[config.mk]
export PLATFORM = sky130hd
export DESIGN_NAME = serial_compare_arbiter_flat
export DESIGN_NICKNAME = d
export VERILOG_FILES = /design/src/rtl/serial_compare_arbiter_if.sv /design/src/rtl/serial_compare_arbiter.sv /design/src/flat_wrapper.sv
export SDC_FILE = /design/constraint.sdc
export NUM_CORES = 1
export LEC_CHECK = 0
export ABC_AREA = 1
export BUFFER_PORTS_ARGS = -buffer_cell sky130_fd_sc_hd__clkbuf_2
export CAP_MARGIN = 5
export CORE_UTILIZATION = 50
export CTS_BUF_LIST = sky130_fd_sc_hd__clkbuf_16
export DETAILED_ROUTE_END_ITERATION = 8
export PLACE_DENSITY_LB_ADDON = 0.05
export SETUP_SLACK_MARGIN = 0.05
export SYNTH_ARGS = -nofsm -noshare
export SYNTH_HDL_FRONTEND = slang
export SYNTH_SLANG_ARGS = --single-unit
[constraint.sdc]
create_clock -name clk -period 2.5 [get_ports clk]
set_input_delay 0.5 -clock clk [delete_from_list [all_inputs] [get_ports clk]]
set_output_delay 0.5 -clock clk [all_outputs]
set_load 0.02 [all_outputs]
[src/rtl/serial_compare_arbiter_if.sv]
// Request/serial/result bundle between two requesters, the serial comparator and the
// result consumer.
interface serial_compare_arbiter_if #(
  parameter int unsigned WIDTH = 8
);
  logic             req0_valid;
  logic             req0_ready;
  logic [WIDTH-1:0] req0_a;
  logic [WIDTH-1:0] req0_b;
  logic             req1_valid;
  logic             req1_ready;
  logic [WIDTH-1:0] req1_a;
  logic [WIDTH-1:0] req1_b;
  logic             ser_a;
  logic             ser_b;
  logic             ser_first;
  logic             res_valid;
  logic             res_ready;
  logic             res_id;
  logic             res_less;
  logic             res_eq;
  logic             res_greater;
  logic             busy;

  modport slave (
    input  req0_valid, req0_a, req0_b, req1_valid, req1_a, req1_b, res_ready,
    output req0_ready, req1_ready, ser_a, ser_b, ser_first,
    output res_valid, res_id, res_less, res_eq, res_greater, busy
  );

  modport master (
    output req0_valid, req0_a, req0_b, req1_valid, req1_a, req1_b, res_ready,
    input  req0_ready, req1_ready, ser_a, ser_b, ser_first,
    input  res_valid, res_id, res_less, res_eq, res_greater, busy
  );
endinterface

[src/rtl/serial_compare_arbiter.sv]
// Two-requester round-robin arbiter feeding an MSB-first bit-serial magnitude comparator.
// Define SERIAL_CMP_EARLY_EXIT_EN to leave SHIFT right after the first differing bit.
module serial_compare_arbiter #(
  parameter int unsigned WIDTH = 8
) (
  input logic                      clk,
  input logic                      rst,
  serial_compare_arbiter_if.slave  bus
);

  localparam int unsigned CntW = (WIDTH > 1) ? $clog2(WIDTH) : 1;
  localparam logic [CntW-1:0] CntMax = CntW'(WIDTH - 1);

`ifdef SERIAL_CMP_EARLY_EXIT_EN
  localparam bit EarlyExit = 1'b1;
`else
  localparam bit EarlyExit = 1'b0;
`endif

  typedef enum logic [1:0] {StIdle, StShift, StDone} state_e;

  state_e           state_q, state_d;
  logic [CntW-1:0]  cnt_q, cnt_d;
  logic [WIDTH-1:0] a_q, a_d, b_q, b_d;
  logic             id_q, id_d;
  logic             ptr_q, ptr_d;
  logic             lt_q, lt_d, eq_q, eq_d, gt_q, gt_d;

  logic bit_a, bit_b, any_req, gnt_id, differ;

  assign bit_a   = a_q[cnt_q];
  assign bit_b   = b_q[cnt_q];
  assign any_req = bus.req0_valid | bus.req1_valid;
  // Favoured requester wins if valid, otherwise whichever one is asking.
  assign gnt_id  = ptr_q ? bus.req1_valid : ~bus.req0_valid;
  assign differ  = eq_q & (bit_a ^ bit_b);

  always_comb begin
    state_d         = state_q;
    cnt_d           = cnt_q;
    a_d             = a_q;
    b_d             = b_q;
    id_d            = id_q;
    ptr_d           = ptr_q;
    lt_d            = lt_q;
    eq_d            = eq_q;
    gt_d            = gt_q;
    bus.req0_ready  = 1'b0;
    bus.req1_ready  = 1'b0;
    bus.ser_a       = 1'b0;
    bus.ser_b       = 1'b0;
    bus.ser_first   = 1'b0;
    bus.res_valid   = 1'b0;
    bus.res_id      = 1'b0;
    bus.res_less    = 1'b0;
    bus.res_eq      = 1'b0;
    bus.res_greater = 1'b0;
    bus.busy        = (state_q != StIdle);

    unique case (state_q)
      StIdle: begin
        // rst gates the combinational ready so all outputs read 0 during reset.
        if (any_req && !rst) begin
          bus.req0_ready = ~gnt_id;
          bus.req1_ready = gnt_id;
          id_d           = gnt_id;
          a_d            = gnt_id ? bus.req1_a : bus.req0_a;
          b_d            = gnt_id ? bus.req1_b : bus.req0_b;
          cnt_d          = CntMax;
          lt_d           = 1'b0;
          eq_d           = 1'b1;
          gt_d           = 1'b0;
          state_d        = StShift;
        end
      end
      StShift: begin
        bus.ser_a     = bit_a;
        bus.ser_b     = bit_b;
        bus.ser_first = (cnt_q == CntMax);
        if (differ) begin
          eq_d = 1'b0;
          lt_d = bit_b;
          gt_d = bit_a;
        end
        if (cnt_q == '0 || (EarlyExit && differ)) begin
          state_d = StDone;
        end else begin
          cnt_d = cnt_q - 1'b1;
        end
      end
      StDone: begin
        bus.res_valid   = 1'b1;
        bus.res_id      = id_q;
        bus.res_less    = lt_q;
        bus.res_eq      = eq_q;
        bus.res_greater = gt_q;
        if (bus.res_ready) begin
          ptr_d   = ~id_q;
          state_d = StIdle;
        end
      end
      default: state_d = StIdle;
    endcase
  end

  always_ff @(posedge clk or posedge rst) begin
    if (rst) begin
      state_q <= StIdle;
      cnt_q   <= CntMax;
      a_q     <= '0;
      b_q     <= '0;
      id_q    <= 1'b0;
      ptr_q   <= 1'b0;
      lt_q    <= 1'b0;
      eq_q    <= 1'b1;
      gt_q    <= 1'b0;
    end else begin
      state_q <= state_d;
      cnt_q   <= cnt_d;
      a_q     <= a_d;
      b_q     <= b_d;
      id_q    <= id_d;
      ptr_q   <= ptr_d;
      lt_q    <= lt_d;
      eq_q    <= eq_d;
      gt_q    <= gt_d;
    end
  end

endmodule

[src/flat_wrapper.sv]
// flat-port wrapper written by rule: the top's interface ports become plain ports
module serial_compare_arbiter_flat 
#(
  parameter int unsigned WIDTH = 8
)
  (clk, rst, bus_req0_valid, bus_req0_a, bus_req0_b, bus_req1_valid, bus_req1_a, bus_req1_b, bus_res_ready, bus_req0_ready, bus_req1_ready, bus_ser_a, bus_ser_b, bus_ser_first, bus_res_valid, bus_res_id, bus_res_less, bus_res_eq, bus_res_greater, bus_busy);
  serial_compare_arbiter_if #(.WIDTH(WIDTH)) bus_i ();
  input logic clk;
  input logic rst;
  input wire logic [$bits(bus_i.req0_valid)-1:0] bus_req0_valid;
  input wire logic [$bits(bus_i.req0_a)-1:0] bus_req0_a;
  input wire logic [$bits(bus_i.req0_b)-1:0] bus_req0_b;
  input wire logic [$bits(bus_i.req1_valid)-1:0] bus_req1_valid;
  input wire logic [$bits(bus_i.req1_a)-1:0] bus_req1_a;
  input wire logic [$bits(bus_i.req1_b)-1:0] bus_req1_b;
  input wire logic [$bits(bus_i.res_ready)-1:0] bus_res_ready;
  output wire logic [$bits(bus_i.req0_ready)-1:0] bus_req0_ready;
  output wire logic [$bits(bus_i.req1_ready)-1:0] bus_req1_ready;
  output wire logic [$bits(bus_i.ser_a)-1:0] bus_ser_a;
  output wire logic [$bits(bus_i.ser_b)-1:0] bus_ser_b;
  output wire logic [$bits(bus_i.ser_first)-1:0] bus_ser_first;
  output wire logic [$bits(bus_i.res_valid)-1:0] bus_res_valid;
  output wire logic [$bits(bus_i.res_id)-1:0] bus_res_id;
  output wire logic [$bits(bus_i.res_less)-1:0] bus_res_less;
  output wire logic [$bits(bus_i.res_eq)-1:0] bus_res_eq;
  output wire logic [$bits(bus_i.res_greater)-1:0] bus_res_greater;
  output wire logic [$bits(bus_i.busy)-1:0] bus_busy;
  assign bus_i.req0_valid = bus_req0_valid;
  assign bus_i.req0_a = bus_req0_a;
  assign bus_i.req0_b = bus_req0_b;
  assign bus_i.req1_valid = bus_req1_valid;
  assign bus_i.req1_a = bus_req1_a;
  assign bus_i.req1_b = bus_req1_b;
  assign bus_i.res_ready = bus_res_ready;
  assign bus_req0_ready = bus_i.req0_ready;
  assign bus_req1_ready = bus_i.req1_ready;
  assign bus_ser_a = bus_i.ser_a;
  assign bus_ser_b = bus_i.ser_b;
  assign bus_ser_first = bus_i.ser_first;
  assign bus_res_valid = bus_i.res_valid;
  assign bus_res_id = bus_i.res_id;
  assign bus_res_less = bus_i.res_less;
  assign bus_res_eq = bus_i.res_eq;
  assign bus_res_greater = bus_i.res_greater;
  assign bus_busy = bus_i.busy;
  serial_compare_arbiter #(.WIDTH(WIDTH)) u_core (.clk(clk), .rst(rst), .bus(bus_i));
endmodule
==> results.py, run 1 <==
metrics = {
    "status": {
        "status": "finished with violations",
        "violations": "DRC",
    },
    "clock_tree": {
        "ctsRootBufferMaster": "clkbuf_16",
        "clkTransAtPathRegs_ns": 0.06,
        "cts_tree": "yes",
        "cts_inserted_buffers": 3,
        "post_cts_buffers": 0,
        "cts_sinks": 26,
        "holdBufCountCts": 0,
        "cts_buffer_depth": 2,
        "cts_resized": 0,
        "cts_max_level": 1,
        "clk_latency_ns": 0.26,
    },
    "yosys": {
        "synth_commonest_cells": "nand2_1, inv_1, dfrtp_1, o211ai_1, nand3_1",
        "avgSynthCellArea_um2": 7.49,
        "synth_cell_type_count": 21,
        "ys_seq_area_share_pct": 43.5,
        "synth_edf_count": 0,
        "syn_area_mm2": 0.00151,
        "syn_inst": 201,
        "netlist_top_cells_area": "dfrtp_1, nand2_1, o211ai_1, inv_1, dfstp_2",
        "ys.warnings.count": 0,
        "synth-seq-cells": 26,
        "synth.top_cell.area_share_pct": 36.5,
        "yosysTopAreaCell": "dfrtp_1",
        "synth_flop_cell": "dfrtp_1",
        "syn-num-nets": 241,
        "synth_most_common_cell": "nand2_1",
        "async_reset_ff_share_pct": 100,
    },
    "setup_path": {
        "critPathKind": "flop to output port",
        "worstPathArrival_ns": 1.69,
        "crit_path_top_delay_cell": "dfstp_2",
        "cp-start-kind": "flop",
        "critical_path.max_fanout": 12,
        "path_buf_inv": 2,
        "crit_path_end_kind": "output port",
        "critical-path-top-delay-family": "flip-flops",
        "cp.required_ns": 2.00,
        "max_stage_delay_ns": 0.65,
        "crit_path_cell_trace": "inv_4 > nand2_1 > nand3_1 > nand3_1 > nand2_1 > nor2_1 > clkbuf_2",
    },
    "sta": {
        "setup_tns_ns": 0,
        "grt_setup_unrepaired": "no",
        "min_period_ns": 2.19,
        "fin_skew_ns": 0.00310,
        "tightest_slew_ns": 0.329,
        "clock.fmax_mhz": 456,
        "slew_violations": 0,
        "timing.final.ws_setup_ns": 0.308,
        "slew_headroom_pct": 78.0,
        "finalHoldViolCount": 0,
        "post-route-period-util_pct": 87.7,
        "finalSetupViolations": 0,
        "hold_ws_ns": 0.285,
    },
    "power_and_ir_drop": {
        "p_leak_nw": 0.991,
        "power_density_mw_per_mm2": 1200,
        "p_total_mw": 2.19,
        "peakVddDrop_uv": 672,
    },
    "cells_and_area": {
        "antenna_cells": 0,
        "fillers": 283,
        "layout-drive-gt1-share_pct": 27.8,
        "syn_to_final_growth_pct": 21.2,
        "nets": 289,
    },
    "hold_path": {
        "hold_path_class": "primary input to async pin",
    },
    "route": {
        "ant_nets": 0,
        "wl_per_cell_um": 11.6,
        "drtPass1Iterations": 6,
        "via_count": 1393,
        "drt-initial-drc-count": 68,
        "drc": 2,
        "viasPerCell": 4.99,
        "wirelength_mm": 3.23,
    },
    "global_routing": {
        "grt_pass1_wl_mm": 5.88,
        "grt_pass1_vias": 1373,
        "grt-ovfl-total": 0,
        "antenna_found_initial": 0,
        "track_usage_pct": 23.3,
        "grt_max_degree": 27,
    },
    "placed_design": {
        "gp_congestion": 0.835,
        "post-dp-hpwl_mm": 2.44,
        "io_buffers": 47,
        "dp_slack_ns": 0.522,
    },
    "floorplanning": {
        "fp.dieH_um": 56.9,
        "die_w_um": 56.9,
        "pin_count": 48,
        "die_area_mm2": 0.00324,
        "start_util_pct": 53.7,
        "rows": 19,
        "core_area_mm2": 0.00281,
    },
    "flow_run": {
        "drv_cap": 0,
    },
}
==> power breakdown <==
group,leakage (nW),internal (mW),total [mW],switching (mW)
registers,0.315,0.644,0.765,0.121
logic,0.634,0.390,1.07,0.685
clock network,0.0423,0.214,0.351,0.137
total,0.991,1.25,2.19,0.943
==> sequential cells by signal, summed over array words and instances, names as in the netlist <==
register        cells
u_core.eq_q         1
u_core.a_q          8
u_core.lt_q         1
u_core.cnt_q        3
u_core.state_q      2
u_core.id_q         1
u_core.b_q          8
u_core.gt_q         1
u_core.ptr_q        1
==> logic make-up (layout without fill, tap and decap cells) <==
group           Yosys count  count (layout)  share of synthesized area [%]
xor+xnor                  1               1                          0.582
buf+inv                  39              86                           11.9
simple gates            106             106                           29.9
flops                    26              26                           43.5
fa+ha+maj                 3               3                           2.49
compound gates           26              26                           11.6
==> metrics by stage <==
step           std cells  instance area [um2]  util (%)
2_1_floorplan        201                 1510         -
4_1_cts              279                 1830      65.1
5_1_grt              279                 1830      65.1
3_3_place_gp         275                 1750      62.3
6_report             279                 1830      65.1
3_5_place_dp         275                 1750      62.3
==> layout make-up <==
class                   count  area, um2  area share [%]
multi-input cells         136        672            36.8
clock inverters             1       3.75           0.206
repair buffers             50        258            14.1
inverters                  32        123            6.72
well taps                  31       38.8            2.12
flip-flops and latches     26        656            35.9
clock buffers               3       75.1            4.11
==> worst min-delay path, delay by kind of cell <==
family                 cells  cell delay [ns]
buffers and inverters      3             0.44
==> final timing paths <==
kind                       cells after the start                           from  slack, ns                            end
max                                            7    u_core.cnt_q[0]$_DFFE_PP1P_       0.31                      bus_ser_b
min                                            3                            rst       0.28       u_core.ptr_q$_DFFE_PP0P_
max reg2reg                                    9  u_core.state_q[1]$_DFFE_PP0P_       0.87      u_core.b_q[2]$_DFFE_PP0P_
min reg2reg                                    2        u_core.eq_q$_DFFE_PP1P_       0.46        u_core.eq_q$_DFFE_PP1P_
max in group asynchronous                      3                            rst       1.92        u_core.eq_q$_DFFE_PP1P_
min in group clk                               2                  bus_res_ready       0.45  u_core.state_q[1]$_DFFE_PP0P_
==> cell usage in the layout, fill, tap and decap left out, types with 4 or more instances in the layout <==
master / n
nand2_1: 71
clkbuf_2: 47
inv_1: 30
dfrtp_1: 22
o211ai_1: 16
nand3_1: 13
nor2_1: 12
o21ai_0: 8
nand2_2: 6
dfstp_2: 4
==> per-layer routing <==
metal	wire length [um]	up-vias	global-route usage [%]
li1	-	722	-
met1	1430	640	28.7
met2	1650	29	42.9
met3	133	2	5.07
met4	11	0	2.09
met5	0	-	0
No activity file was read; power rests on OpenSTA's default activity.
==> run 2: changes to the inputs <==
- ABC_AREA: 1 -> not set
==> run 2 against run 1 <==
  * The flow now finishes without violations
  * First-iteration DRC count down 44%
  * Sequential power up 3.8%
  * Combinational power down 5%
  * Cell area up 1.9%
  * Clock power up 32%
  * Via count down 16%
  * Sequential share of layout area down 0.68 points
  * Die area down 2.0%
  * Global-route usage down 2.0 points
  * Setup slack worse by 0.18 ns
  * Largest power group unchanged
==> results.py, run 2 <==
metrics = {
    "status": {
        "status": "finished clean",
    },
    "cells_and_area": {
        "reg_top3": "u_core.a_q x8, u_core.b_q x8, u_core.cnt_q x3",
        "antenna_cells": 0,
        "final_common_cell": "clkbuf_2",
        "nets": 231,
        "layout-drive-gt1-share_pct": 38.4,
        "syn_to_final_growth_pct": 26.1,
        "final_cell_mix": "clkbuf_2, dfrtp_1, nand2_1",
    },
    "clock_tree": {
        "cts_sinks": 26,
        "cts_tree": "yes",
        "cts_max_level": 1,
        "clkTransAtPathRegs_ns": 0.07,
        "clk_latency_ns": 0.26,
        "holdBufCountCts": 0,
        "ctsRootBufferMaster": "clkbuf_16",
        "cts_buffer_depth": 2,
        "cts_inserted_buffers": 3,
    },
    "yosys": {
        "synth.top_cell.area_share_pct": 37.3,
        "avgSynthCellArea_um2": 10.4,
        "yosysTopAreaCell": "dfrtp_1",
        "syn_inst": 142,
        "synth-seq-cells": 26,
        "syn-num-nets": 182,
        "synth_flop_cell": "dfrtp_1",
        "synth_cell_type_count": 35,
        "syn_area_mm2": 0.00148,
        "ys_seq_area_share_pct": 44.4,
        "netlist_top_cells_area": "dfrtp_1, mux2i_1, dfstp_2, o21ai_0, nand2_1",
        "synth_commonest_cells": "dfrtp_1, nand2_1, mux2i_1, o21ai_0",
        "async_reset_ff_share_pct": 100,
        "synth_edf_count": 0,
        "synth_most_common_cell": "dfrtp_1",
        "ys.warnings.count": 0,
    },
    "power_and_ir_drop": {
        "power_density_mw_per_mm2": 1230,
        "p_total_mw": 2.28,
        "peakVddDrop_uv": 1080,
        "p_leak_nw": 0.960,
    },
    "global_routing": {
        "busiest_layer": "met2",
        "grt.met1_usage_pct": 29.8,
        "met2_usage_pct": 35.2,
        "track_usage_pct": 21.2,
        "antenna_found_initial": 0,
        "grt_max_degree": 27,
        "grt_pass1_vias": 1119,
        "grt-ovfl-total": 0,
        "grt_use_met3_pct": 3.46,
        "grt_pass1_wl_mm": 5.20,
    },
    "floorplanning": {
        "start_util_pct": 53.0,
        "pin_count": 48,
        "core_area_mm2": 0.00278,
        "die_w_um": 56.3,
        "die_area_mm2": 0.00317,
        "fp.dieH_um": 56.3,
        "rows": 19,
    },
    "route": {
        "viasPerCell": 5.29,
        "drc": 0,
        "wirelength_mm": 2.96,
        "drtPass1Iterations": 4,
        "wl_per_cell_um": 13.4,
        "drt-initial-drc-count": 38,
        "via_count": 1169,
        "ant_nets": 0,
    },
    "sta": {
        "finalSetupViolations": 0,
        "finalHoldViolCount": 0,
        "post-route-period-util_pct": 95.1,
        "slew_violations": 0,
        "setup_tns_ns": 0,
        "fin_skew_ns": 0.00317,
        "slew_headroom_pct": 72.2,
        "hold_ws_ns": 0.279,
        "tightest_slew_ns": 0.416,
        "grt_setup_unrepaired": "yes",
        "min_period_ns": 2.38,
        "clock.fmax_mhz": 421,
    },
    "placed_design": {
        "post-dp-hpwl_mm": 2.24,
        "io_buffers": 47,
        "gp_congestion": 0.778,
    },
    "setup_path": {
        "critical_path.max_fanout": 6,
        "max_stage_delay_ns": 0.61,
        "crit_path_end_kind": "output port",
        "critPathKind": "flop to output port",
        "crit_path_cell_trace": "mux4_2 > mux2i_4 > nor2_1 > clkbuf_2",
        "critical-path-top-delay-family": "multiplexers",
        "crit_path_top_delay_cell": "dfstp_2",
        "path_buf_inv": 1,
        "worstPathArrival_ns": 1.88,
        "cp-start-kind": "flop",
        "cp.required_ns": 2.00,
    },
    "flow_run": {
        "drv_cap": 0,
    },
    "hold_path": {
        "hold_path_class": "primary input to async pin",
    },
}
run 2: power by group:
part | switching, mW | internal [mW]
Clock | 0.145 | 0.318
Sequential | 0.161 | 0.632
Combinational | 0.514 | 0.509
Total | 0.820 | 1.46
run 2: cells by family (layout without fill, tap and decap cells):
kind of cell,count (synthesis),count (layout),synth area share [%]
AO/OA/AOI/OAI,29,29,11.4
XOR/XNOR,1,1,0.594
adder cells (fa/ha/maj),3,3,2.54
buffers and inverters,17,65,5.17
flip-flops,26,26,44.4
multiplexers,25,25,22.5
AND/OR/NAND/NOR,41,41,13.4
run 2: final timing paths:
| path | from | to | slack (ns) | cells past startpoint |
|---|---|---|---|---|
| max | u_core.cnt_q[0]$_DFFE_PP1P_ | bus_ser_b | 0.12 | 4 |
| min | rst | u_core.b_q[2]$_DFFE_PP0P_ | 0.28 | 3 |
| max reg2reg | u_core.cnt_q[0]$_DFFE_PP1P_ | u_core.cnt_q[0]$_DFFE_PP1P_ | 0.56 | 7 |
| min reg2reg | u_core.a_q[3]$_DFFE_PP0P_ | u_core.a_q[3]$_DFFE_PP0P_ | 0.48 | 2 |
| max in group asynchronous | rst | u_core.eq_q$_DFFE_PP1P_ | 1.93 | 3 |
| min in group clk | bus_res_ready | u_core.ptr_q$_DFFE_PP0P_ | 0.46 | 2 |
run 2: cell type report:
| class | count | area (um2) |
|---|---|---|
| clock inverters | 1 | 30.0 |
| well taps | 31 | 38.8 |
| flip-flops and latches | 26 | 656 |
| fillers | 212 | 921 |
| clock buffers | 3 | 75.1 |
| inverters | 6 | 22.5 |
| multi-input cells | 99 | 743 |
| repair buffers | 55 | 295 |
run 2: worst register-to-register path: stages, from the launching register on:
cell and delay, ns:
dfstp_2 0.61, buf_4 0.15, inv_1 0.05, ha_1 0.20, nand3b_1 0.11, nand2b_1 0.06, a21oi_1 0.30, mux2_2 0.39
run 2: what timing repair did:
item                       4_1_cts  5_1_grt
setup buffers                    2        1
gates resized for setup          0        1
setup endpoints to repair        1        2
pin swaps                        0        0
run 2: stage by stage:
| step | instance area, um2 | setup slack, ns | utilization (%) | std cells |
|---|---|---|---|---|
| detailed placement | 1740 | 0.322 | 62.4 | 214 |
| finish | 1860 | 0.123 | 66.9 | 221 |
| floorplan | 1480 | 0.412 | - | 142 |
| CTS | 1860 | 0.0838 | 66.8 | 220 |
| global placement | 1740 | 0.373 | 62.4 | 214 |
| global route | 1860 | 0.0321 | 66.9 | 221 |
run 2: metal layers:
layer / up-vias / share of wire, %
li1: 586 / -
met1: 547 / 46
met2: 34 / 49
met3: 2 / 3.7
met4: 0 / 0.68
met5: - / 0
==> run 3: changes to the inputs <==
- REMOVE_ABC_BUFFERS: not set -> 1
==> run 3 against run 2 <==
  * Power down 2.9%
  * Sequential share of layout area increased by 0.21 points
  * Routed wire length fell by 3.2%
  * Combinational power rose by 5%
  * Critical path depth unchanged
  * Worst hold slack improved by 0.0059 ns
  * Register-to-register slack worse by 0.02 ns
  * Cell area decreased by 0.61%
  * Non-clock buffer count rose by 2
  * Via count fell by 1.2%
  * Maximum frequency is 0.96% higher
==> results.py, run 3 (synthesized netlist as in run 2, its figures left out) <==
metrics = {
    "status": {
        "status": "finished clean",
    },
    "floorplanning": {
        "rows": 19,
        "fp.dieH_um": 56.3,
        "core_area_mm2": 0.00278,
        "die_w_um": 56.3,
        "pin_count": 48,
        "start_util_pct": 53.0,
        "die_area_mm2": 0.00317,
    },
    "global_routing": {
        "antenna_found_initial": 0,
        "grt_pass1_vias": 1159,
        "grt_max_degree": 27,
        "grt_pass1_wl_mm": 4.94,
        "track_usage_pct": 20.3,
        "grt-ovfl-total": 0,
    },
    "setup_path": {
        "crit_path_cell_trace": "mux4_2 > mux2i_4 > nor2_1 > clkbuf_2",
        "cp-start-kind": "flop",
        "startpoint": "u_core.cnt_q[2]$_DFFE_PP1P_",
        "cp.required_ns": 2.00,
        "critPathKind": "flop to output port",
        "crit_path_top_delay_cell": "dfstp_2",
        "crit_path_end_kind": "output port",
        "max_stage_delay_ns": 0.62,
        "worstPathArrival_ns": 1.85,
        "r2r_start": "u_core.cnt_q[0]$_DFFE_PP1P_",
        "r2r_cells": 5,
        "critical_path.max_fanout": 8,
        "r2r_setup_slack_ns": 0.54,
    },
    "placed_design": {
        "io_buffers": 47,
        "gp_congestion": 0.779,
        "dp.cells": 214,
        "post-dp-hpwl_mm": 2.16,
    },
    "cells_and_area": {
        "nets": 233,
        "reg_top3": "u_core.a_q x8, u_core.b_q x8, u_core.cnt_q x3",
        "final_cell_mix": "clkbuf_2, dfrtp_1, nand2_1",
        "antenna_cells": 0,
        "syn_to_final_growth_pct": 25.4,
        "fin_cells": 223,
        "layout-drive-gt1-share_pct": 38.5,
        "fin_util_pct": 66.5,
        "final_common_cell": "clkbuf_2",
    },
    "hold_path": {
        "hold_path_class": "primary input to async pin",
    },
    "power_and_ir_drop": {
        "power_density_mw_per_mm2": 1200,
        "peakVddDrop_uv": 765,
        "p_leak_nw": 0.960,
    },
    "route": {
        "via_count": 1155,
        "drc": 0,
        "drtPass1Iterations": 4,
        "wl_per_cell_um": 12.8,
        "ant_nets": 0,
        "met1_length_mm": 1.32,
        "route.met2.wl_mm": 1.36,
        "drt-initial-drc-count": 46,
        "viasPerCell": 5.18,
        "maxUsedRoutingLayer": "met4",
        "wirelength_mm": 2.86,
        "wl_met3_um": 107,
    },
    "sta": {
        "grt_setup_unrepaired": "no",
        "fin_skew_ns": 0.000633,
        "clock.fmax_mhz": 425,
        "tightest_slew_ns": 0.413,
        "finalHoldViolCount": 0,
        "post-route-period-util_pct": 94.2,
        "slew_headroom_pct": 72.4,
        "slew_violations": 0,
        "hold_ws_ns": 0.285,
        "min_period_ns": 2.35,
        "finalSetupViolations": 0,
    },
    "clock_tree": {
        "clkTransAtPathRegs_ns": 0.06,
        "cts_tree": "yes",
        "holdBufCountCts": 0,
        "cts_sinks": 26,
        "cts_buffer_depth": 2,
        "cts_inserted_buffers": 3,
        "clk_latency_ns": 0.26,
        "cts_max_level": 1,
        "ctsRootBufferMaster": "clkbuf_16",
    },
    "flow_run": {
        "drv_cap": 0,
    },
}
-- run 3: cell types whose count changed in the layout (fill, tap and decap cells not counted) --
cell,delta
buf_4,+2
bufinv_16,-1
inv_1,+1
-- run 3: where the power goes --
part | internal [mW] | switching (mW)
clock | 0.214 | 0.140
sequential | 0.632 | 0.153
combinational | 0.552 | 0.523
-- run 3: final timing paths --
kind                                               end
setup / recovery                             bus_ser_a
hold / removal                 u_core.id_q$_DFFE_PP0P_
setup reg to reg               u_core.lt_q$_DFFE_PP0P_
hold reg to reg               u_core.ptr_q$_DFFE_PP0P_
max in group asynchronous  u_core.cnt_q[0]$_DFFE_PP1P_
min in group clk              u_core.ptr_q$_DFFE_PP0P_
-- run 3: layout make-up --
cell class | count | area, um2
fillers | 215 | 932
clock inverters | 1 | 3.75
multi-input cells | 99 | 743
repair buffers | 57 | 310
clock buffers | 3 | 75.1
well taps | 31 | 38.8
inverters | 6 | 22.5
flip-flops and latches | 26 | 656
-- run 3: layer usage --
metal | global-route usage [%] | up-vias
met4 | 9.41 | 0
met2 | 33.7 | 35
met3 | 3.46 | 9
met5 | 0 | -
met1 | 26.1 | 524
li1 | - | 587
-- run 3: worst max-delay path: cells and delay by family, from the launching register on --
family	cells	cell delay (ns)
buffers and inverters	1	0.15
muxes	2	0.76
and+or+nand+nor	1	0.06
DFF	1	0.62
-- run 3: stage by stage --
| stage | instance area, um2 | setup TNS [ns] | total power [mW] | setup slack [ns] |
|---|---|---|---|---|
| finish | 1850 | 0 | 2.21 | 0.146 |
| global route | 1850 | 0 | 2.38 | 0.0736 |
| CTS | 1830 | 0 | 2.15 | 0.0831 |
| detailed placement | 1740 | 0 | 1.77 | 0.313 |
| global placement | 1740 | 0 | 1.72 | 0.377 |
| floorplan | 1420 | -0.385 | 1.49 | -0.229 |
-- run 3: repair_timing --
item                       4_1_cts  5_1_grt
resized for setup                0        1
pin swaps                        0        0
setup endpoints to repair        1        2
setup buffers                    2        3
hold endpoints to repair         0        0
